===== src/rtl/lif_spike_rate_monitor_pkg.sv =====
// lif_mon_pkg: shared types and constants for the LIF spike-rate monitor.
//   mon_state_e : FSM state encoding (IDLE / MEASURE / HOLD)
//   *_W_DEF     : default widths for window length, spike count and ISI
//   CNT_MAX     : saturation value of the spike count at the default width
//   ISI_MAX     : saturation value of the ISI counter at the default width
package lif_mon_pkg;

  localparam int WIN_W_DEF = 16;
  localparam int CNT_W_DEF = 8;
  localparam int ISI_W_DEF = 12;

  localparam logic [CNT_W_DEF-1:0] CNT_MAX = {CNT_W_DEF{1'b1}};
  localparam logic [ISI_W_DEF-1:0] ISI_MAX = {ISI_W_DEF{1'b1}};

  typedef enum logic [1:0] {
    ST_IDLE    = 2'd0,
    ST_MEASURE = 2'd1,
    ST_HOLD    = 2'd2
  } mon_state_e;

endpackage


===== src/rtl/lif_spike_rate_monitor_edge_detect.sv =====
// spike_edge_detect: one-cycle rising-edge pulse from a level input.
//   i_clk, i_rst : clock, asynchronous active-high reset
//   i_spike      : level input, synchronous to i_clk
//   o_edge       : i_spike & ~previous sample, combinational in the current cycle
// The history register updates every cycle unconditionally, so a level held
// high for many cycles yields exactly one edge.
module spike_edge_detect (
  input  logic i_clk,
  input  logic i_rst,
  input  logic i_spike,
  output logic o_edge
);

  logic r_prev;

  always_ff @(posedge i_clk or posedge i_rst) begin
    if (i_rst) r_prev <= 1'b0;
    else       r_prev <= i_spike;
  end

  assign o_edge = i_spike & ~r_prev;

endmodule


===== src/rtl/lif_spike_rate_monitor.sv =====
// lif_spike_rate_monitor: per-window spike statistics of a LIF neuron output.
//   i_clk, i_rst     : clock, asynchronous active-high reset
//   i_spike_in       : neuron spike level
//   i_enable         : run measurement windows while high
//   i_window_len     : window length in cycles (0 treated as 1), latched at start
//   i_result_ready   : consumer accepts the held result
//   o_result_valid   : result fields valid and stable (FSM in HOLD)
//   o_spike_count    : rising edges in the window, saturating
//   o_isi_min        : minimum inter-edge interval, all-ones if fewer than 2 edges
//   o_overflow       : an edge arrived while the count was already saturated
//   o_busy           : FSM in MEASURE
//   o_state          : current FSM state, for debug/observation
// Handshake: a result transfers on any cycle where o_result_valid and
// i_result_ready are both high; o_result_valid then stays high and the fields
// stay frozen until that transfer happens.
module lif_spike_rate_monitor
  import lif_mon_pkg::*;
#(
  parameter int WIN_W = WIN_W_DEF,
  parameter int CNT_W = CNT_W_DEF,
  parameter int ISI_W = ISI_W_DEF
) (
  input  logic             i_clk,
  input  logic             i_rst,
  input  logic             i_spike_in,
  input  logic             i_enable,
  input  logic [WIN_W-1:0] i_window_len,
  input  logic             i_result_ready,
  output logic             o_result_valid,
  output logic [CNT_W-1:0] o_spike_count,
  output logic [ISI_W-1:0] o_isi_min,
  output logic             o_overflow,
  output logic             o_busy,
  output logic [1:0]       o_state
);

  localparam logic [CNT_W-1:0] L_CNT_MAX = {CNT_W{1'b1}};
  localparam logic [ISI_W-1:0] L_ISI_MAX = {ISI_W{1'b1}};

  mon_state_e       r_state, w_state_nxt;
  logic             w_edge, w_start, w_last, w_commit;
  logic [WIN_W-1:0] r_win_left;
  logic [CNT_W-1:0] r_cnt, w_cnt_acc, r_cnt_out;
  logic             r_ovf, w_ovf_acc, r_ovf_out;
  logic             r_seen;
  logic [ISI_W-1:0] r_isi_run, r_isi_min, w_isi_min_acc, r_isi_out;

  spike_edge_detect u_edge (
    .i_clk   (i_clk),
    .i_rst   (i_rst),
    .i_spike (i_spike_in),
    .o_edge  (w_edge)
  );

  assign w_last = (r_win_left == WIN_W'(1));

  // Accumulator values including the current cycle's edge; used both for the
  // running update and for the final-cycle commit, so a last-cycle edge counts.
  always_comb begin
    w_cnt_acc     = r_cnt;
    w_ovf_acc     = r_ovf;
    w_isi_min_acc = r_isi_min;
    if (w_edge) begin
      if (r_cnt == L_CNT_MAX) w_ovf_acc = 1'b1;
      else                    w_cnt_acc = r_cnt + CNT_W'(1);
      // r_isi_run already equals (now - previous edge), saturated
      if (r_seen && (r_isi_run < r_isi_min)) w_isi_min_acc = r_isi_run;
    end
  end

  always_comb begin
    w_state_nxt = r_state;
    w_start     = 1'b0;
    unique case (r_state)
      ST_IDLE: begin
        if (i_enable) begin
          w_start     = 1'b1;
          w_state_nxt = ST_MEASURE;
        end
      end
      ST_MEASURE: begin
        if (!i_enable)   w_state_nxt = ST_IDLE;
        else if (w_last) w_state_nxt = ST_HOLD;
      end
      ST_HOLD: begin
        if (i_result_ready) begin
          if (i_enable) begin
            w_start     = 1'b1;
            w_state_nxt = ST_MEASURE;
          end else begin
            w_state_nxt = ST_IDLE;
          end
        end
      end
      default: w_state_nxt = ST_IDLE;
    endcase
  end

  assign w_commit = (r_state == ST_MEASURE) && i_enable && w_last;

  always_ff @(posedge i_clk or posedge i_rst) begin
    if (i_rst) r_state <= ST_IDLE;
    else       r_state <= w_state_nxt;
  end

  always_ff @(posedge i_clk or posedge i_rst) begin
    if (i_rst) begin
      r_win_left <= '0;
      r_cnt      <= '0;
      r_ovf      <= 1'b0;
      r_seen     <= 1'b0;
      r_isi_run  <= '0;
      r_isi_min  <= L_ISI_MAX;
    end else if (w_start) begin
      r_win_left <= (i_window_len == '0) ? WIN_W'(1) : i_window_len;
      r_cnt      <= '0;
      r_ovf      <= 1'b0;
      r_seen     <= 1'b0;
      r_isi_run  <= '0;
      r_isi_min  <= L_ISI_MAX;
    end else if (r_state == ST_MEASURE) begin
      r_win_left <= r_win_left - WIN_W'(1);
      r_cnt      <= w_cnt_acc;
      r_ovf      <= w_ovf_acc;
      r_isi_min  <= w_isi_min_acc;
      if (w_edge) begin
        r_seen    <= 1'b1;
        r_isi_run <= ISI_W'(1);
      end else if (r_isi_run != L_ISI_MAX) begin
        r_isi_run <= r_isi_run + ISI_W'(1);
      end
    end
  end

  // Result fields only change on a completed window; aborts leave them alone.
  always_ff @(posedge i_clk or posedge i_rst) begin
    if (i_rst) begin
      r_cnt_out <= '0;
      r_isi_out <= L_ISI_MAX;
      r_ovf_out <= 1'b0;
    end else if (w_commit) begin
      r_cnt_out <= w_cnt_acc;
      r_isi_out <= w_isi_min_acc;
      r_ovf_out <= w_ovf_acc;
    end
  end

  assign o_result_valid = (r_state == ST_HOLD);
  assign o_busy         = (r_state == ST_MEASURE);
  assign o_spike_count  = r_cnt_out;
  assign o_isi_min      = r_isi_out;
  assign o_overflow     = r_ovf_out;
  assign o_state        = r_state;

endmodule


===== config.mk =====
export PLATFORM = sky130hd
export DESIGN_NAME = lif_spike_rate_monitor
export DESIGN_NICKNAME = d
export VERILOG_FILES = /design/src/rtl/lif_spike_rate_monitor_pkg.sv /design/src/rtl/lif_spike_rate_monitor_edge_detect.sv /design/src/rtl/lif_spike_rate_monitor.sv
export SDC_FILE = /design/constraint.sdc
export NUM_CORES = 1
export LEC_CHECK = 0
export CAP_MARGIN = 20
export CORE_MARGIN = 4
export CORE_UTILIZATION = 44
export DETAILED_ROUTE_END_ITERATION = 7
export PLACE_DENSITY = 0.65
export SYNTH_ARGS = -nofsm -noshare
export SYNTH_HDL_FRONTEND = slang
export SYNTH_SLANG_ARGS = --single-unit

===== constraint.sdc =====
create_clock -name i_clk -period 4.3 [get_ports i_clk]
set_input_delay 0.645 -clock i_clk [delete_from_list [all_inputs] [get_ports i_clk]]
set_output_delay 0.645 -clock i_clk [all_outputs]
set_load 0.05 [all_outputs]

==> results.md <==
- H-tree levels: 3
- TritonCTS clock tree: done
- Reg2reg end: r_isi_min[0]$_DFFE_PP1P_
- Setup Skew: 0.01273 ns
- WP buf/inv: 3
- Detailed Place HPWL: 6694 um
- Commonest cells in the synthesized netlist: 69 x nand2_1, 50 x dfrtp_1, 45 x a21oi_1
- PD cells: 410.9 nW/um^2
- TritonCTS Buffers: 9
- Layout cells sized above 1: 11.47%
- Postcts setup bufs: 0
- Max incr delay on CP: 0.90 ns
- DR WL/cell: 16.13 um
- RSZ-0062 raised after global routing: no
- CP Class: flip-flop to primary output
- Final nets: 528
- Critical-path cell list: inv_1, nand2_1, inv_2, clkdlybuf4s50_1
- CP required: 3.65 ns
- Area Growth Syn to Fin: 18.10%
- Critical path's top delay family: buffers and inverters
- Initial Util: 46.08%
- GP Congestion: 0.8125
- Worst-path clk slew: 0.08 ns
- Root buf cell: clkbuf_8
- Die W: 104.3 um
- Sw Ratio: 33.68%
- Core area: 8848 sq um
- Leakage: 2.107 nW
- Largest net degree at the start of global routing: 38
- Worst R2R Path Depth: 6
- First-pass DRT Iterations: 4
- Final setup fails: 0
- Worst path depth: 4
- Post-synth top flop: dfrtp_1
- Die ar.: 10870 sq um
- Register area: 1882 sq um
- Via count: 3514
- Asr flop ratio synth: 100.0%
- Critical hold path startpoint: r_isi_min[3]$_DFFE_PP1P_
- Remaining DRCs: 0
- DRT antenna net count: 0
- Hold Buf Count CTS: 0
- Setup TNS Final: 0 ns
- Startpoint types: flip-flop
- EDFF count, synth: 0
- #FFs+latches synth: 74
- Tightest Pin Transition: 0.8575 ns
- Synth unique cells: 60
- Max-Cap Viols: 0
- WHS Path Cells: 2
- Reg power frac: 46.5%
- Setup slack, reg-to-reg: 1.58 ns
- Pre-CTS setup slack: 1.389 ns
- Final min period: 3.311 ns
- Syn_nets: 488
- Fin worst setup slack: 0.9886 ns
- GRT Resource Usage Total: 18.75%
- Mean Syn Cell Area: 9.021 sq um
- Iter 0 DRT Violations: 116
- TritonCTS Sinks: 74
- Largest area contributor in the netlist: dfrtp_1
- Cells after Synth: 452
- Status: complete, no violations
- Worst min path class: flip-flop to flip-flop
- Yosys warning count: 0
- Register area share after synthesis: 46.15%
- Antenna violations before repair: 0
- Area of the multi-input gates: 2009 sq um
- Vias in the first global route: 3475
- Final Routed Wirelength: 9760 um
- Hold EP: o_isi_min[3]$_DFFE_PP1P_
- Slew headroom: 42.64%
- Worst path arrival time: 2.67 ns
- Global route overflow: 0
- Deepest clock path buffer count: 2
- Power Internal: 1.313 mW
- Worst-path fanout max: 28
- Clock power share: 30.4%
- First-pass GRT wire length: 16920 um
- Max stage delay cell, worst path: clkdlybuf4s50_1
- VDD IR max: 178.2 uV
- Top-count cell post-synth: nand2_1
- Gate power share: 23.1%
- Max-slew violations: 0
- CP Capture Type: primary output
- Row count: 34
- Num ports: 46
- CTS resizes: 0
- Ant. Diodes: 0
- Switching power total: 0.6664 mW
- Synth Cell Area: 4078 sq um
- PortBufs: 45
- Via/cell ratio: 5.808
- Post-synth top area share: 30.68%
- Peak Freq: 0.3020 GHz
- Reg2reg start: r_isi_min[9]$_DFFE_PP1P_
- Height of the chip: 104.3 um
- Final hold viol count: 0
- FILL cells: 841
- Final period util: 77.01%
- Clock Latency Late Sink: 0.35 ns
- Synth top area cells: dfrtp_1 31%, dfstp_2 15%, nand2_1 6.4%, a21oi_1 5.5%, ha_1 4.6%
## final cells by class
| cell class | instances | share of cell area (%) |
|---|---|---|
| flip-flops and latches | 74 | 39.07 |
| clock inverters | 6 | 1.897 |
| clock buffers | 10 | 2.650 |
| inverters | 20 | 1.559 |
| multi-input cells | 336 | 41.73 |
| repair buffers | 51 | 10.29 |
| well taps | 108 | 2.806 |
## worst reg2reg max path, cell delays in order (launching register included)
cell and delay [ns]:
dfstp_2 0.55, inv_1 0.05, ha_1 0.28, nand4_1 0.24
o41ai_4 0.90, a21oi_2 0.35, o22a_1 0.27
## power groups by stage
| stage | combinational [mW] | sequential [mW] | clock, mW |
|---|---|---|---|
| final | 0.456 | 0.921 | 0.602 |
| after global placement | 0.449 | 0.927 | 0 |
| after CTS | 0.459 | 0.919 | 0.617 |
| after detailed placement | 0.457 | 0.930 | 0 |
| after global routing | 0.518 | 0.938 | 0.643 |
| after floorplan | 0.322 | 0.929 | 0 |
## per-layer routing
metal / share of wire (%) / vias up / track usage, %
li1: - / 1714 / -
met1: 49 / 1717 / 25.60
met2: 46 / 70 / 30.35
met3: 3.2 / 13 / 2.545
met4: 1.8 / 0 / 7.028
met5: 0 / - / 0
## flip-flops by register name (all words and copies together) (netlist names)
register and count:
o_overflow 1, r_isi_run 12, o_spike_count 8, r_win_left 16, r_seen 1, r_cnt 8, o_state 2, r_isi_min 12
u_edge.r_prev 1, o_isi_min 12, r_ovf 1
## metrics by stage
step | hold slack, ns | std cells | cell area [sq um] | power [mW] | utilization, %
after floorplan | 0.4309 | 452 | 4078 | 1.251 | -
after global placement | 0.4570 | 589 | 4597 | 1.376 | 51.95
after detailed placement | 0.4678 | 589 | 4597 | 1.387 | 51.95
after CTS | 0.4815 | 605 | 4816 | 1.995 | 54.43
after global routing | 0.5029 | 605 | 4816 | 2.098 | 54.43
final | 0.4804 | 605 | 4816 | 1.979 | 54.43
## cells by family (layout without fill, tap and decap cells)
family,after synthesis,in the layout,synth area share [%]
AO/OA/AOI/OAI,142,142,23.23
XOR/XNOR,7,7,1.504
adder cells (fa/ha/maj),15,15,4.603
buffers and inverters,42,87,4.572
flip-flops,74,74,46.15
multiplexers,2,2,0.4910
AND/OR/NAND/NOR,170,170,19.45
## placed cells by master (no fill, tap or decap), types with 3 or more instances in the layout
| master | synthesis | layout |
|---|---|---|
| nor3_1 | 6 | 6 |
| clkdlybuf4s50_1 | 0 | 45 |
| o31ai_1 | 6 | 6 |
| o211ai_1 | 5 | 5 |
| o21ai_1 | 22 | 22 |
| buf_4 | 0 | 6 |
| nor2b_1 | 3 | 3 |
| o21ai_0 | 13 | 13 |
| nor4_1 | 6 | 6 |
| dfstp_2 | 24 | 24 |
| inv_1 | 19 | 18 |
| dfrtp_1 | 50 | 50 |
| clkbuf_8 | 0 | 9 |
| and4_1 | 3 | 3 |
| nand3b_1 | 3 | 3 |
| a31oi_1 | 4 | 4 |
| clkinvlp_4 | 0 | 3 |
| xor2_1 | 5 | 5 |
| o22a_1 | 13 | 13 |
| nand3_1 | 14 | 14 |
| nand2b_1 | 4 | 4 |
| a21oi_1 | 45 | 45 |
| and3_1 | 3 | 3 |
| nor2_1 | 43 | 43 |
| o21a_1 | 3 | 3 |
| nand4_1 | 8 | 8 |
| nand2_1 | 69 | 69 |
| ha_1 | 15 | 15 |
## worst max path at each step
stage / from / slack (ns) / endpoint
after floorplan: i_rst / 1.81 / o_overflow$_DFFE_PP0P_
after global placement: o_state[1]$_DFFE_PP0P_ / 1.46 / o_busy
after detailed placement: o_state[1]$_DFFE_PP0P_ / 1.39 / o_busy
after CTS: o_state[1]$_DFFE_PP0P_ / 1.00 / o_busy
after global routing: o_state[1]$_DFFE_PP0P_ / 0.84 / o_busy
final: o_state[1]$_DFFE_PP0P_ / 0.99 / o_busy
Power figures use the tool's default switching activity.
